File: config.mk
export PLATFORM = sky130hd
export DESIGN_NAME = pablo_mem_ctrl_flat
export DESIGN_NICKNAME = d
export VERILOG_FILES = /design/src/rtl/pablo_mem_ctrl_if.sv /design/src/rtl/pablo_mem_ctrl.sv /design/src/flat_wrapper.sv
export SDC_FILE = /design/constraint.sdc
export NUM_CORES = 1
export LEC_CHECK = 0
export ABC_AREA = 0
export BUFFER_PORTS_ARGS = -buffer_cell sky130_fd_sc_hd__buf_2
export CORE_MARGIN = 8
export CORE_UTILIZATION = 44
export DETAILED_ROUTE_END_ITERATION = 8
export GPL_TIMING_DRIVEN = 0
export PLACE_DENSITY = 0.86
export SYNTH_ARGS = -nofsm -noshare
export SYNTH_HDL_FRONTEND = slang
export SYNTH_SLANG_ARGS = --single-unit
File: constraint.sdc
create_clock -name clk -period 3.54 [get_ports clk]
set_input_delay 0.708 -clock clk [delete_from_list [all_inputs] [get_ports clk]]
set_output_delay 0.708 -clock clk [all_outputs]
set_load 0.02 [all_outputs]
File: src/rtl/pablo_mem_ctrl_if.sv
// pablo_mem_ctrl_if: external memory req/ack port.
// master drives req/we/addr/wdata/be; slave returns rdata and a one-cycle ack.
interface pablo_mem_ctrl_if #(
  parameter int AW = 32
);
  logic          req;
  logic          we;
  logic [AW-1:0] addr;
  logic [31:0]   wdata;
  logic [3:0]    be;
  logic [31:0]   rdata;
  logic          ack;

  modport master (
    output req, we, addr, wdata, be,
    input  rdata, ack
  );

  modport slave (
    input  req, we, addr, wdata, be,
    output rdata, ack
  );
endinterface

File: src/rtl/pablo_mem_ctrl.sv
// pablo_mem_ctrl: turns core rd/wr strobes into a req/ack memory transaction,
// stalls the core on hlt, and flags a sticky bus_err on ack timeout.
// Ports: clk, res (async, active-low); core side daddr/datao/wr/rd/be in,
// datai/hlt/bus_err out; mem is the external port (master modport).
// Option: define PABLO_WBUF_EN for a one-entry posted write buffer.
module pablo_mem_ctrl #(
  parameter int          AW       = 32,
  parameter logic [7:0]  TIMEOUT  = 8'd255,
  parameter logic [31:0] ERR_DATA = 32'hDEAD_BEEF
) (
  input  logic             clk,
  input  logic             res,
  input  logic [AW-1:0]    daddr,
  input  logic [31:0]      datao,
  input  logic             wr,
  input  logic             rd,
  input  logic [3:0]       be,
  output logic [31:0]      datai,
  output logic             hlt,
  output logic             bus_err,
  pablo_mem_ctrl_if.master mem
);

`ifdef PABLO_WBUF_EN
  localparam bit WBUF = 1'b1;
`else
  localparam bit WBUF = 1'b0;
`endif

  typedef enum logic [1:0] {
    IDLE = 2'd0,
    REQ  = 2'd1,
    DONE = 2'd2
  } state_t;

  state_t     state;
  state_t     state_nxt;
  logic [7:0] cnt;
  logic [7:0] cnt_inc;
  logic       acc;
  logic       tmo;
  logic       posted;

  assign acc     = rd | wr;
  assign cnt_inc = (cnt == 8'hFF) ? cnt : cnt + 8'd1;
  // Abort on the cycle the count reaches TIMEOUT, so req is high
  // for exactly TIMEOUT cycles; an ack in that cycle still wins.
  assign tmo     = (state == REQ) && !mem.ack
                && (cnt_inc == TIMEOUT);
  // A write in flight is posted only when the buffer is enabled.
  assign posted  = WBUF & mem.we;

  always_ff @(posedge clk or negedge res) begin
    if (!res) state <= IDLE;
    else      state <= state_nxt;
  end

  always_comb begin
    state_nxt = state;
    unique case (state)
      IDLE:    if (acc) state_nxt = REQ;
      REQ:     if (mem.ack || tmo) state_nxt = DONE;
      DONE:    state_nxt = IDLE;
      default: state_nxt = IDLE;
    endcase
  end

  // A posted drain hides its own stall; only a new access
  // arriving meanwhile sees hlt.
  always_comb begin
    hlt     = 1'b0;
    mem.req = 1'b0;
    unique case (1'b1)
      state == IDLE: hlt = rd | (wr & ~WBUF);
      state == REQ: begin
        mem.req = 1'b1;
        hlt     = posted ? acc : 1'b1;
      end
      state == DONE: hlt = posted & acc;
      default: ;
    endcase
  end

  always_ff @(posedge clk or negedge res) begin
    if (!res) begin
      mem.we    <= 1'b0;
      mem.addr  <= '0;
      mem.wdata <= '0;
      mem.be    <= '0;
      datai     <= '0;
      bus_err   <= 1'b0;
      cnt       <= '0;
    end else begin
      unique case (state)
        IDLE: begin
          if (acc) begin
            mem.we    <= wr;
            mem.addr  <= daddr;
            mem.wdata <= datao;
            mem.be    <= be;
          end
        end
        REQ: begin
          cnt <= cnt_inc;
          if (mem.ack) begin
            if (!mem.we) datai <= mem.rdata;
          end else if (tmo) begin
            bus_err <= 1'b1;
            if (!mem.we) datai <= ERR_DATA;
          end
        end
        DONE:    cnt <= '0;
        default: cnt <= '0;
      endcase
    end
  end

endmodule
File: src/flat_wrapper.sv
// flat-port wrapper written by rule: the top's interface ports become plain ports
module pablo_mem_ctrl_flat 
#(
  parameter int          AW       = 32,
  parameter logic [7:0]  TIMEOUT  = 8'd255,
  parameter logic [31:0] ERR_DATA = 32'hDEAD_BEEF
)
  (clk, res, daddr, datao, wr, rd, be, datai, hlt, bus_err, mem_req, mem_we, mem_addr, mem_wdata, mem_be, mem_rdata, mem_ack);
  pablo_mem_ctrl_if #(.AW(AW)) mem_i ();
  input  logic clk;
  input  logic res;
  input  logic [AW-1:0] daddr;
  input  logic [31:0] datao;
  input  logic wr;
  input  logic rd;
  input  logic [3:0] be;
  output logic [31:0] datai;
  output logic hlt;
  output logic bus_err;
  output wire logic [$bits(mem_i.req)-1:0] mem_req;
  output wire logic [$bits(mem_i.we)-1:0] mem_we;
  output wire logic [$bits(mem_i.addr)-1:0] mem_addr;
  output wire logic [$bits(mem_i.wdata)-1:0] mem_wdata;
  output wire logic [$bits(mem_i.be)-1:0] mem_be;
  input wire logic [$bits(mem_i.rdata)-1:0] mem_rdata;
  input wire logic [$bits(mem_i.ack)-1:0] mem_ack;
  assign mem_req = mem_i.req;
  assign mem_we = mem_i.we;
  assign mem_addr = mem_i.addr;
  assign mem_wdata = mem_i.wdata;
  assign mem_be = mem_i.be;
  assign mem_i.rdata = mem_rdata;
  assign mem_i.ack = mem_ack;
  pablo_mem_ctrl #(.AW(AW), .TIMEOUT(TIMEOUT), .ERR_DATA(ERR_DATA)) u_core (.clk(clk), .res(res), .daddr(daddr), .datao(datao), .wr(wr), .rd(rd), .be(be), .datai(datai), .hlt(hlt), .bus_err(bus_err), .mem(mem_i));
endmodule
## Word-level counts from Yosys, hierarchy flattened

Index checks and enable logic that the tools add are counted.

- Bits of input ports: 105
- Register bits: 112
- Output and inout port bits: 104
- Word-level logic and storage cells: 38

- Reduce and logical (&&, ||, !) cells: 10
- Equal/unequal tests: 5
- Add/subtract/negate cells: 1
- Multiplexer cells: 11
- Bitwise operators: 3

Operators by type and width:

| operator | count |
|---|---|
| $mux 32 | 4 |
| $eq 8x8->1 const B | 2 |
| $pmux 8 s2 | 1 |
| $add 8x1->8 const B | 1 |
| $mux 8 | 1 |
| $reduce_and 3->1 | 2 |
| $mux 2 | 2 |
| $ne 2x1->1 const B | 2 |
| $pmux 2 s2 | 1 |
| $reduce_and 2->1 | 2 |
| $eq 2x1->1 const B | 1 |
| $logic_and 1x1->1 | 2 |
| $logic_not 2->1 | 1 |
| $not 1->1 | 2 |
| $pmux 1 s2 | 1 |
| $reduce_bool 2->1 | 1 |
| $logic_not 1->1 | 1 |
| $logic_or 1x1->1 | 1 |
| $mux 1 | 1 |
| $or 1x1->1 | 1 |

## Logic depth before layout (Yosys ltp)

Gate-level depths: netlist of run 1.

- Depth in word-level cells: 7
- Mapped depth: 7
- Mapped depth without buffers: 6

## Worst setup path before layout of run 1

OpenSTA, ideal clock, no wires.

- Path type: input port to flip-flop
- From: input port mem_ack
- To: register u_core.datai[24]
- Stages on the path: 6
- Buffers on the path: 1
- Setup slack: 1.297 ns
- Data arrival time: 2.110 ns
- Required time: 3.407 ns
- Library setup time: 0.133 ns
- Cells stage by stage: or3b_4 -> a2111oi_4 -> o21ai_2 -> nor4_4 -> buf_6 -> o31ai_1

- Longest elaborated chain between the ends: 5
- Elaborated cells between the ends (all ways): 6
- Classes of those cells: mux: 1; reduce/logical: 5

Ends and longest elaborated chain:

| what | line | RTL |
|---|---|---|
| start, declared | flat_wrapper.sv:26 | `input wire logic [$bits(mem_i.ack)-1:0] mem_ack;` |
| $logic_not 1->1 | pablo_mem_ctrl.sv:48 | `assign tmo = (state == REQ) && !mem.ack` |
| $logic_and 1x1->1 | pablo_mem_ctrl.sv:48 |  |
| $logic_and 1x1->1 | pablo_mem_ctrl.sv:49 | `&& (cnt_inc == TIMEOUT);` |
| $reduce_bool 2->1 (no source line) | n/a |  |
| $reduce_and 3->1 (no source line) | n/a |  |
| end signal, assigned | pablo_mem_ctrl.sv:106 | `if (!mem.we) datai <= mem.rdata;` |
| end, declared | pablo_mem_ctrl.sv:18 | `output logic [31:0] datai,` |

Parallel ways exist; a longest one is shown, timed or not.
A chain may end at the register's enable or synchronous reset.

## Worst setup path in the final report of run 1

- From: register u_core.state[1]
- To: register u_core.mem.wdata[26]

- Longest elaborated chain between the ends: 2

Ends and longest elaborated chain:

| what | line | RTL |
|---|---|---|
| start, declared | pablo_mem_ctrl.sv:36 | `state_t state;` |
| start signal, assigned | pablo_mem_ctrl.sv:55 | `else state <= state_nxt;` |
| $logic_not 2->1 | pablo_mem_ctrl.sv:94 | `unique case (state)` |
| $reduce_and 2->1 (no source line) | n/a |  |
| end signal, assigned | pablo_mem_ctrl.sv:99 | `mem.wdata <= datao;` |
| end, declared | pablo_mem_ctrl_if.sv:15 | `output req, we, addr, wdata, be,` |

Every way passes these cells.

==> reports/metrics.yaml, run 1 <==
nets: 668
p_clk_frac: 0.122
synth_nets: 448
viasPerCell: 5.030
dpl.hpwl_um: 10040
syn_area_mm2: 0.004661
die_w_um: 118.9
drt_wl_total_um: 12610
combPwrFrac: 0.485
firstDrtPassIters: 4
p_sw_frac: 0.4168
cts_tree: "done"
synth_cells: 342
die_h_um: 118.9
worstMarginPinSlew_ps: 814.4
synth_top_area_cell: "dfrtp_1"
ctsHoldBuffers: 0
slew_viol_final: 0
grt_usage: 0.1790
p_switching_w: 0.002387
hold_viol: 0
max-slew-margin-rel: 0.4571
worst_clock_skew_ps: 9.951
gr-total-overflow: 0
setup_viol: 0
cts_resized: 0
fill_cells: 808
async_flop_share: 1.000
grt_pass1_wl_um: 20610
cp.required_ps: 3790
gp_congestion: 0.9048
status: "completed"
placementRows: 37
max_freq_mhz: 412.6
ir_drop_mv: 0.6401
yosysWarnings: 0
core_mm2: 0.01032
grt_pass1_vias: 4087
start_kind: "flop"
clock-sinks: 112
io_buffers: 208
grt_antenna_before_repair: 0
synthDistinctLibCells: 47
via_count: 3536
yosysSeqAreaShare: 0.6013
rsz0062_at_grt: "no"
p_int_w: 0.003340
crit_path_start: "u_core.state[1]"
dieArea_mm2: 0.01414
wl_per_cell_um: 17.94
fin_crit_ps: 2424
postCtsSetupBuffers: 0
path_delay_family: "buffers and inverters"
cts_max_level: 3
synth_edf_count: 0
min_path_type: "primary input to async pin"
path_clk_slew_ps: 110
final_area_mm2: 0.006083
seqPwrFrac: 0.393
cp.buffers_inverters: 4
cts-root-buf: "clkbuf_8"
crit_path_max_incr_delay_ps: 420
ant_nets: 0
crit_type: "flop to flop"
cp_cell_sequence: "clkbuf_1 -> nor2_1 -> o21a_1 -> clkbuf_1 -> buf_2 -> buf_2 -> mux2_2"
critPathCaptureType: "flop"
cts.path.max_buffers: 2
max_cap_violations: 0
crit_fanout: 10
tns_ps: 0
slowest_stage: "dfrtp_1"
start_util: 0.4515
ys_ff_latch: 112
synth_area_leaders: "dfrtp_1 (60%), mux2_2 (16%), o31a_2 (4.7%), or3_1 (3.1%), o31ai_1 (1.3%)"
drt_iter0_drc: 147
antenna_cells: 0
synthFlopType: "dfrtp_1"
ioPinCount: 209
grt_max_degree: 65
leakage_nw: 2.848
netlist.area_leader.share: 0.6013
synthToLayoutAreaGrowth_pct: 30.52
drive_above_1_share: 0.5926
cts_inserted_buffers: 9
worstPathArrival_ps: 2670
syn_area_per_cell_um2: 13.63
timing.rr.start: "u_core.state[1]"
drc: 0
final.period_utilization: 0.6847
p_per_area_mw_per_mm2: 941.4
place_area_mm2: 0.005902
insertion_delay_ps: 360
==> sequential cells by signal (all words and copies together) (netlist names) <==
register	count
u_core.datai	32
u_core.mem.addr	32
u_core.mem.wdata	32
u_core.cnt	8
u_core.mem.be	4
u_core.state	2
u_core.bus_err	1
u_core.mem.we	1
==> layout make-up <==
class	instances	area, µm²	area share
tap	136	170.2	0.02797
timing repair buffer	209	1071	0.1761
clock buffer	9	123.9	0.02036
sequential	112	2803	0.4607
buffer	23	135.1	0.02221
clock inverter	7	57.56	0.009461
inverter	10	37.54	0.006170
multi-input combinational	197	1685	0.2770
==> per-stage QoR <==
| stage | hold WS, ps | setup WS (ps) | power (W) | util | cells |
|---|---|---|---|---|---|
| after detailed placement | 485.4 | 983.5 | 0.005098 | 0.5717 | 687 |
| after floorplan | 412.4 | 1297 | 0.004044 | - | 342 |
| after global routing | 486.1 | 892.5 | 0.006098 | 0.5893 | 703 |
| after global placement | 466.4 | 602.1 | 0.004960 | 0.5688 | 686 |
| final | 436.2 | 1116 | 0.005727 | 0.5893 | 703 |
| after CTS | 449.7 | 1050 | 0.005809 | 0.5893 | 703 |
==> cells by family after synthesis <==
group | synth area share
XOR/XNOR | 0.005639
buffers and inverters | 0.03705
flip-flops | 0.6013
AND/OR/NAND/NOR | 0.08806
multiplexers | 0.1707
adder cells (fa/ha/maj) | 0.002684
AO/OA/AOI/OAI | 0.09450
==> cells in the final DEF, fill, tap and decap left out, drive strengths merged, types with 2 or more instances in the layout <==
| cell | count |
|---|---|
| a21oi | 2 |
| and2b | 2 |
| buf | 219 |
| clkbuf | 22 |
| clkinv | 4 |
| clkinvlp | 2 |
| dfrtp | 112 |
| inv | 11 |
| mux2 | 68 |
| mux2i | 3 |
| nand2 | 15 |
| nand3 | 4 |
| nor2 | 13 |
| nor3 | 4 |
| o21a | 2 |
| o21ai | 4 |
| o21bai | 2 |
| o31a | 24 |
| o31ai | 8 |
| or3 | 25 |
| xor2 | 2 |
==> per-layer routing <==
layer  wire, µm  track usage  vias to the layer above
li1           -            -                     1662
met1       4580       0.1838                     1692
met2       6247       0.3070                      167
met3       1573      0.09164                       15
met4        212      0.06719                        0
met5          0            0                        -
==> Yosys cell counts (all sizes together), types with 2 or more instances <==
| cell | instances |
|---|---|
| buf | 10 |
| o21a | 2 |
| nand2 | 15 |
| mux2 | 68 |
| mux2i | 3 |
| o31a | 24 |
| o31ai | 8 |
| clkbuf | 13 |
| o21ai | 4 |
| nor3 | 4 |
| and2b | 2 |
| nand3 | 4 |
| xor2 | 2 |
| a21oi | 2 |
| nor2 | 13 |
| dfrtp | 112 |
| o21bai | 2 |
| or3 | 25 |
| inv | 10 |
==> final timing paths <==
check	endpoint	slack [ps]	cells past startpoint
setup / recovery	u_core.mem.wdata[26]	1120	7
hold / removal	u_core.mem.wdata[17]	440	1
setup reg to reg	u_core.mem.wdata[26]	1120	7
hold reg to reg	u_core.bus_err	510	1
max in group asynchronous	u_core.datai[17]	2420	2
min in group clk	u_core.bus_err	510	1
==> power by group through the flow <==
| stage | Sequential (W) | Clock, W | Combinational (W) |
|---|---|---|---|
| floorplan | 0.00296 | 0 | 0.00108 |
| global placement | 0.00221 | 0 | 0.00275 |
| detailed placement | 0.00226 | 0 | 0.00283 |
| CTS | 0.00225 | 0.000725 | 0.00283 |
| global route | 0.00232 | 0.000779 | 0.00299 |
| finish | 0.00225 | 0.000699 | 0.00278 |
Power figures use the tool's default switching activity.
==> run 2: changes to the inputs <==
==> constraint.sdc (replaced) <==
create_clock -name clk -period 2.25 [get_ports clk]
set_input_delay 0.45 -clock clk [delete_from_list [all_inputs] [get_ports clk]]
set_output_delay 0.45 -clock clk [all_outputs]
set_load 0.02 [all_outputs]
==> run 2 against run 1 <==
Net effect: highest routed layer unchanged; critical endpoint is now u_core.datai[28]; largest cell class unchanged; design area up 0.51%; core utilization up 0.30 points; first-iteration DRC count up 16%; fmax up 12%; die area unchanged; clock skew down 3.3 ps; hold slack worse by 260 ps; wire length up 0.63%; via count up 0.20%; register-to-register slack worse by 1000 ps; worst setup slack worse by 1000 ps; sequential cell count unchanged.
==> reports/metrics.yaml, run 2 (synthesized netlist as in run 1, its figures left out) <==
status: "completed"
p_per_area_mw_per_mm2: 1475  # +57%
path_delay_family: "buffers and inverters"
ioPinCount: 209  # unchanged
worst_clock_skew_ps: 6.682  # -3.269 ps
crit_fanout: 10  # unchanged
grt_max_degree: 65  # unchanged
insertion_delay_ps: 360  # about the same
grt_pass1_vias: 4088  # +0.024%
io_buffers: 208  # unchanged
drc: 0  # unchanged
post-place-ws_ps: -228.5  # -1212 ps
final_util: 0.5923  # +0.003030
cts_max_level: 3  # unchanged
slowest_stage: "dfrtp_1"
cp.buffers_inverters: 4  # unchanged
worstPathArrival_ps: 2400  # -270 ps
grt_usage: 0.1793  # +0.0003040
drt_iter0_drc: 170  # +16%
nets: 669  # +0.15%
leakage_nw: 2.856  # +0.28%
gr-total-overflow: 0  # unchanged
final_common_cell: "buf_2"
wl_per_cell_um: 18.03  # +0.48%
layout_common_cells: "buf_2 (209), dfrtp_1 (112), mux2_2 (68), or3_1 (23), o31a_2 (22)"
crit_path_frequent_cell: "buf_4"
path_clk_slew_ps: 100  # about the same
max_freq_mhz: 464.0  # +12%
ir_drop_mv: 1.009  # +58%
cts_tree: "done"
cts-root-buf: "clkbuf_8"
drt_wl_total_um: 12690  # +0.63%
clock-sinks: 112  # unchanged
firstDrtPassIters: 4  # unchanged
cts_inserted_buffers: 9  # unchanged
reg_top3: "u_core.datai: 32 flops, u_core.mem.addr: 32 flops, u_core.mem.wdata: 32 flops"
synthToLayoutAreaGrowth_pct: 31.19
start_util: 0.4515  # unchanged
dieArea_mm2: 0.01414  # unchanged
fin_crit_ps: 2155  # -268.5 ps
max_cap_violations: 0  # unchanged
max-slew-margin-rel: 0.4571  # about the same
fill_cells: 809  # +0.12%
cp_cell_sequence: "clkbuf_2 -> nand3_1 -> nor3_2 -> mux2i_1 -> buf_4 -> nor4_4 -> buf_4 -> buf_6 -> o31a_2"
crit_path_max_incr_delay_ps: 340  # -80 ps
cp.required_ps: 2500  # -1290 ps
setup_viol: 0  # unchanged
crit_type: "flop to flop"
core_mm2: 0.01032  # unchanged
final.period_utilization: 0.9579  # +0.2732
worstMarginPinSlew_ps: 814.3  # -0.08851 ps
dpl.hpwl_um: 10040  # unchanged
critPathCaptureType: "flop"
via_count: 3543  # +0.20%
cts.path.max_buffers: 2  # unchanged
placementRows: 37  # unchanged
viasPerCell: 5.033  # about the same
ctsHoldBuffers: 0  # unchanged
ant_nets: 0  # unchanged
min_path_type: "primary input to async pin"
hold_viol: 0  # unchanged
start_kind: "flop"
grt_pass1_wl_um: 20640  # +0.16%
setup_ws_ps: 94.63  # -1021 ps
gp_congestion: 0.9048  # unchanged
antenna_cells: 0  # unchanged
die_h_um: 118.9  # unchanged
slew_viol_final: 0  # unchanged
drive_above_1_share: 0.6039  # +0.01128
grt_antenna_before_repair: 0  # unchanged
die_w_um: 118.9  # unchanged
## run 2: cell count changes in the layout (fill, tap and decap cells not counted)
cell / delta
o221ai_2: +1
o21a_1: -1
buf_2: -1
clkbuf_1: -1
nor3_2: +1
nor3_1: -1
ha_1: -1
nor2_2: +1
ha_2: +1
buf_4: +3
o221ai_1: -1
o21a_2: +1
nor2_1: -1
## run 2: layout make-up
type | instances | area, µm² | share of cell area
Sequential cell | 112 | 2803 | 0.4584
Buffer | 22 | 133.9 | 0.02189
Timing Repair Buffer | 211 | 1086 | 0.1776
Tap cell | 136 | 170.2 | 0.02783
Multi-Input combinational cell | 197 | 1703 | 0.2785
Clock inverter | 7 | 57.56 | 0.009413
Inverter | 10 | 37.54 | 0.006139
Clock buffer | 9 | 123.9 | 0.02026
## run 2: layer usage
| metal | vias to the layer above | track usage | part of all wire |
|---|---|---|---|
| li1 | 1664 | - | - |
| met1 | 1701 | 0.1832 | 0.37 |
| met2 | 161 | 0.3087 | 0.50 |
| met3 | 17 | 0.09164 | 0.12 |
| met4 | 0 | 0.06719 | 0.019 |
| met5 | - | 0 | 0 |
## run 2: stage by stage
stage	instances	instance area [µm²]	setup TNS, ps	hold slack, ps	total power (W)
5_1_grt	704	6115	-774.2	228.1	0.009610
6_report	704	6115	0	178.2	0.009020
3_5_place_dp	687	5902	-5212	485.4	0.008021
3_3_place_gp	686	5872	-50490	466.4	0.007804
4_1_cts	703	6091	0	191.7	0.009143
2_1_floorplan	342	4661	0	154.4	0.006363
## run 2: path summary, 6_finish.rpt
check                      depth (start not counted)  slack (ps)              endpoint      startpoint
max                                                9          90      u_core.datai[28]   u_core.cnt[2]
min                                                1         180  u_core.mem.wdata[17]             res
max reg2reg                                        9          90      u_core.datai[28]   u_core.cnt[2]
min reg2reg                                        1         510        u_core.bus_err  u_core.bus_err
max in group asynchronous                          2        1390      u_core.datai[17]             res
min in group clk                                   3         280       u_core.datai[4]    mem_rdata[4]
## run 2: power breakdown
part,switching [W],internal [W],leakage (nW)
Sequential,0.000556,0.00298,1.31
Clock,0.000681,0.000415,0.0873
Combinational,0.00252,0.00187,1.45
Total,0.00375,0.00527,2.86
## run 2: what timing repair did
item	in CTS	in global routing
pin swaps	1	0
resized for setup	2	4
setup buffers	1	1
gates cloned	0	0
setup endpoints to repair	88	73
## run 2: worst reg2reg max path, cell delays in order (launching register included)
cell	delay, ps
dfrtp_1	340
clkbuf_2	170
nand3_1	170
nor3_2	260
mux2i_1	280
buf_4	170
nor4_4	40
buf_4	180
buf_6	140
o31a_2	280
==> run 3: changes to the inputs <==
--- a/config.mk
+++ b/config.mk
@@ -5,13 +5,14 @@
 export SDC_FILE = /design/constraint.sdc
 export NUM_CORES = 1
 export LEC_CHECK = 0
-export ABC_AREA = 0
+export ABC_AREA = 1
 export BUFFER_PORTS_ARGS = -buffer_cell sky130_fd_sc_hd__buf_2
 export CORE_MARGIN = 8
-export CORE_UTILIZATION = 44
+export CORE_UTILIZATION = 47
 export DETAILED_ROUTE_END_ITERATION = 8
 export GPL_TIMING_DRIVEN = 0
-export PLACE_DENSITY = 0.86
+export PLACE_DENSITY = 0.91
+export REMOVE_ABC_BUFFERS = 1
 export SYNTH_ARGS = -nofsm -noshare
 export SYNTH_HDL_FRONTEND = slang
 export SYNTH_SLANG_ARGS = --single-unit
==> run 3 against run 2 <==
Net effect: design area grew 0.80%; worst setup slack gained 38 ps; wire length shrank 1.7%; hold slack lost 83 ps; largest power group unchanged; sequential cell count is the same; core utilization grew 4.4 points; global-route usage grew 0.24 points.
==> reports/metrics.yaml, run 3 <==
core_mm2: 0.009684  # -6.2%
worstPathArrival_ps: 2420  # +20 ps
die_h_um: 115.2  # -3.1%
die_w_um: 115.2  # -3.1%
reg_top3: "u_core.datai: 32 flops, u_core.mem.addr: 32 flops, u_core.mem.wdata: 32 flops"
ir_drop_mv: 0.6469  # -36%
critPathCaptureType: "flop"
synth_common_cells: "dfrtp_1 (112), nand2_1 (108), mux2_2 (68)"
grt_pass1_vias: 3818  # -6.6%
cts_max_level: 3  # unchanged
highest_layer: "met4"
drt_iter0_drc: 151  # -11%
p_per_area_mw_per_mm2: 1472  # -0.22%
dp.cells: 735  # +7.0%
start_kind: "flop"
synth_edf_count: 0  # unchanged
drt_wl_total_um: 12480  # -1.7%
cts-root-buf: "clkbuf_8"
yosysMostFrequentCell: "dfrtp_1"
final_util: 0.6364  # +0.04414
cp.required_ps: 2550  # +50 ps
rrSetupSlack_ps: 130  # +40 ps
wl_per_cell_um: 16.42  # -8.9%
crit_fanout: 13  # +3
viasPerCell: 4.901  # -2.6%
yosysWarnings: 0  # unchanged
wl_met2_um: 6083  # -3.3%
gr-total-overflow: 0  # unchanged
combPwrFrac: 0.482  # -0.004
fin_cells: 760  # +8.0%
crit_type: "flop to flop"
fill_cells: 768  # -5.1%
slew_viol_final: 0  # unchanged
cts_inserted_buffers: 9  # unchanged
fin_crit_ps: 2117  # -37.90 ps
cts.path.max_buffers: 2  # unchanged
syn_area_per_cell_um2: 11.37  # -17%
ys_ff_latch: 112  # unchanged
met3_length_um: 1321  # -13%
drive_above_1_share: 0.5391  # -0.06480
synthFlopType: "dfrtp_1"
leakage_nw: 3.190  # +12%
grt_max_degree: 66  # +1.5%
final_common_cell: "buf_2"
worstMarginPinSlew_ps: 891.3  # +77.04 ps
cts_tree: "done"
ant_nets: 0  # unchanged
dieArea_mm2: 0.01328  # -6.1%
ctsHoldBuffers: 0  # unchanged
m1WireLength_um: 4810  # +3.7%
status: "completed"
max-slew-margin-rel: 0.4051  # -0.05201
max_freq_mhz: 472.3  # +1.8%
p_clk_frac: 0.134  # +0.013
synthDistinctLibCells: 23  # -51%
syn_area_mm2: 0.004627  # -0.72%
path_clk_slew_ps: 90  # about the same
max_cap_violations: 0  # unchanged
synth_area_leaders: "dfrtp_1 (61%), mux2_2 (17%), nand2_1 (8.8%), nand3_1 (3.4%), or2_2 (3.2%)"
firstDrtPassIters: 4  # unchanged
nets: 728  # +8.8%
via_count: 3725  # +5.1%
clock-sinks: 112  # unchanged
gp_congestion: 0.9129  # +0.90%
grt_usage: 0.1817  # +0.002397
setup_viol: 0  # unchanged
p_total_w: 0.009071  # +0.57%
placementRows: 36  # -2.7%
dpl.hpwl_um: 9319  # -7.2%
async_flop_share: 1.000  # unchanged
min_path_type: "primary input to async pin"
final.period_utilization: 0.9411  # -0.01685
synth_top_area_cell: "dfrtp_1"
synth_cells: 407  # +19%
worst_clock_skew_ps: 9.442  # +2.760 ps
synthToLayoutAreaGrowth_pct: 33.21
antenna_cells: 0  # unchanged
hold_viol: 0  # unchanged
p_switching_w: 0.003797  # +1.2%
p_int_w: 0.005275  # +0.16%
seqPwrFrac: 0.384  # -0.008
ioPinCount: 209  # unchanged
p_sw_frac: 0.4185  # +0.002423
insertion_delay_ps: 360  # about the same
io_buffers: 208  # unchanged
yosysSeqAreaShare: 0.6057  # +0.004391
layout_common_cells: "buf_2 (207), dfrtp_1 (112), nand2_1 (107), mux2_2 (68), nand3_1 (31)"
grt_antenna_before_repair: 0  # unchanged
drc: 0  # unchanged
grt_pass1_wl_um: 19210  # -7.0%
start_util: 0.4778  # +0.02632
netlist.area_leader.share: 0.6057  # +0.004391
-- run 3: power by group through the flow --
stage,registers (W),clock network (W),logic (W)
3_5_place_dp,0.00351,0,0.00435
2_1_floorplan,0.00463,0,0.00164
4_1_cts,0.00347,0.00125,0.00437
5_1_grt,0.00360,0.00134,0.00473
6_report,0.00348,0.00122,0.00438
3_3_place_gp,0.00342,0,0.00420
-- run 3: cell type report --
| type | instances | area (µm²) | area share |
|---|---|---|---|
| clock inverter | 4 | 52.55 | 0.008526 |
| inverter | 13 | 48.80 | 0.007917 |
| clock buffer | 12 | 155.1 | 0.02517 |
| sequential | 112 | 2803 | 0.4547 |
| tap | 133 | 166.4 | 0.02700 |
| multi-input combinational | 269 | 1769 | 0.2870 |
| timing repair buffer | 217 | 1169 | 0.1896 |
-- run 3: worst max-delay path, cell delays in order (launching register included) --
cell     delay, ps
dfrtp_1        420
ha_1           250
nand2_2        120
nor2_4         180
nand2_2        110
o21ai_1        110
nand2_1         70
nor2_1         140
nand2_2        150
buf_12         170
nand2_4        130
nand3_1        110
nand2_1        100
-- run 3: cells by family after synthesis --
family	synth area share
AOI/OAI and AO/OA	0.01839
adders and majority gates	0.002704
buffers and inverters	0.03056
DFF	0.6057
muxes	0.1655
and+or+nand+nor	0.1771
-- run 3: repair_timing --
action	4_1_cts	5_1_grt
endpoints found under the setup margin	32	33
pin swaps	0	1
cloned	0	3
setup buffers	0	6
gates resized for setup	2	5
-- run 3: metal layers --
metal  track usage  up-vias
met5             0        -
met4       0.07881        0
met3       0.05462       22
met2        0.3001      189
met1        0.2155     1752
li1              -     1762
-- run 3: worst paths after layout --
path                             startpoint  cells past startpoint                   to
min                                     res                      1        u_core.cnt[7]
min in group clk              mem_rdata[17]                      3     u_core.datai[17]
max reg2reg                   u_core.cnt[0]                     12     u_core.datai[28]
max                           u_core.cnt[0]                     12     u_core.datai[28]
max in group asynchronous               res                      2  u_core.mem.wdata[6]
min reg2reg                u_core.datai[27]                      2     u_core.datai[27]
-- run 3: per-stage QoR --
stage          cell area [µm²]  hold slack [ps]  setup TNS (ps)  setup slack, ps
3_5_place_dp              5823            454.0           -5087           -184.8
2_1_floorplan             4534            154.4         -135750            -2447
6_report                  6163            95.06               0            132.5
3_3_place_gp              5742            445.0         -261300            -3146
4_1_cts                   6045            92.93               0            1.182
5_1_grt                   6163            120.0          -112.7           -19.50
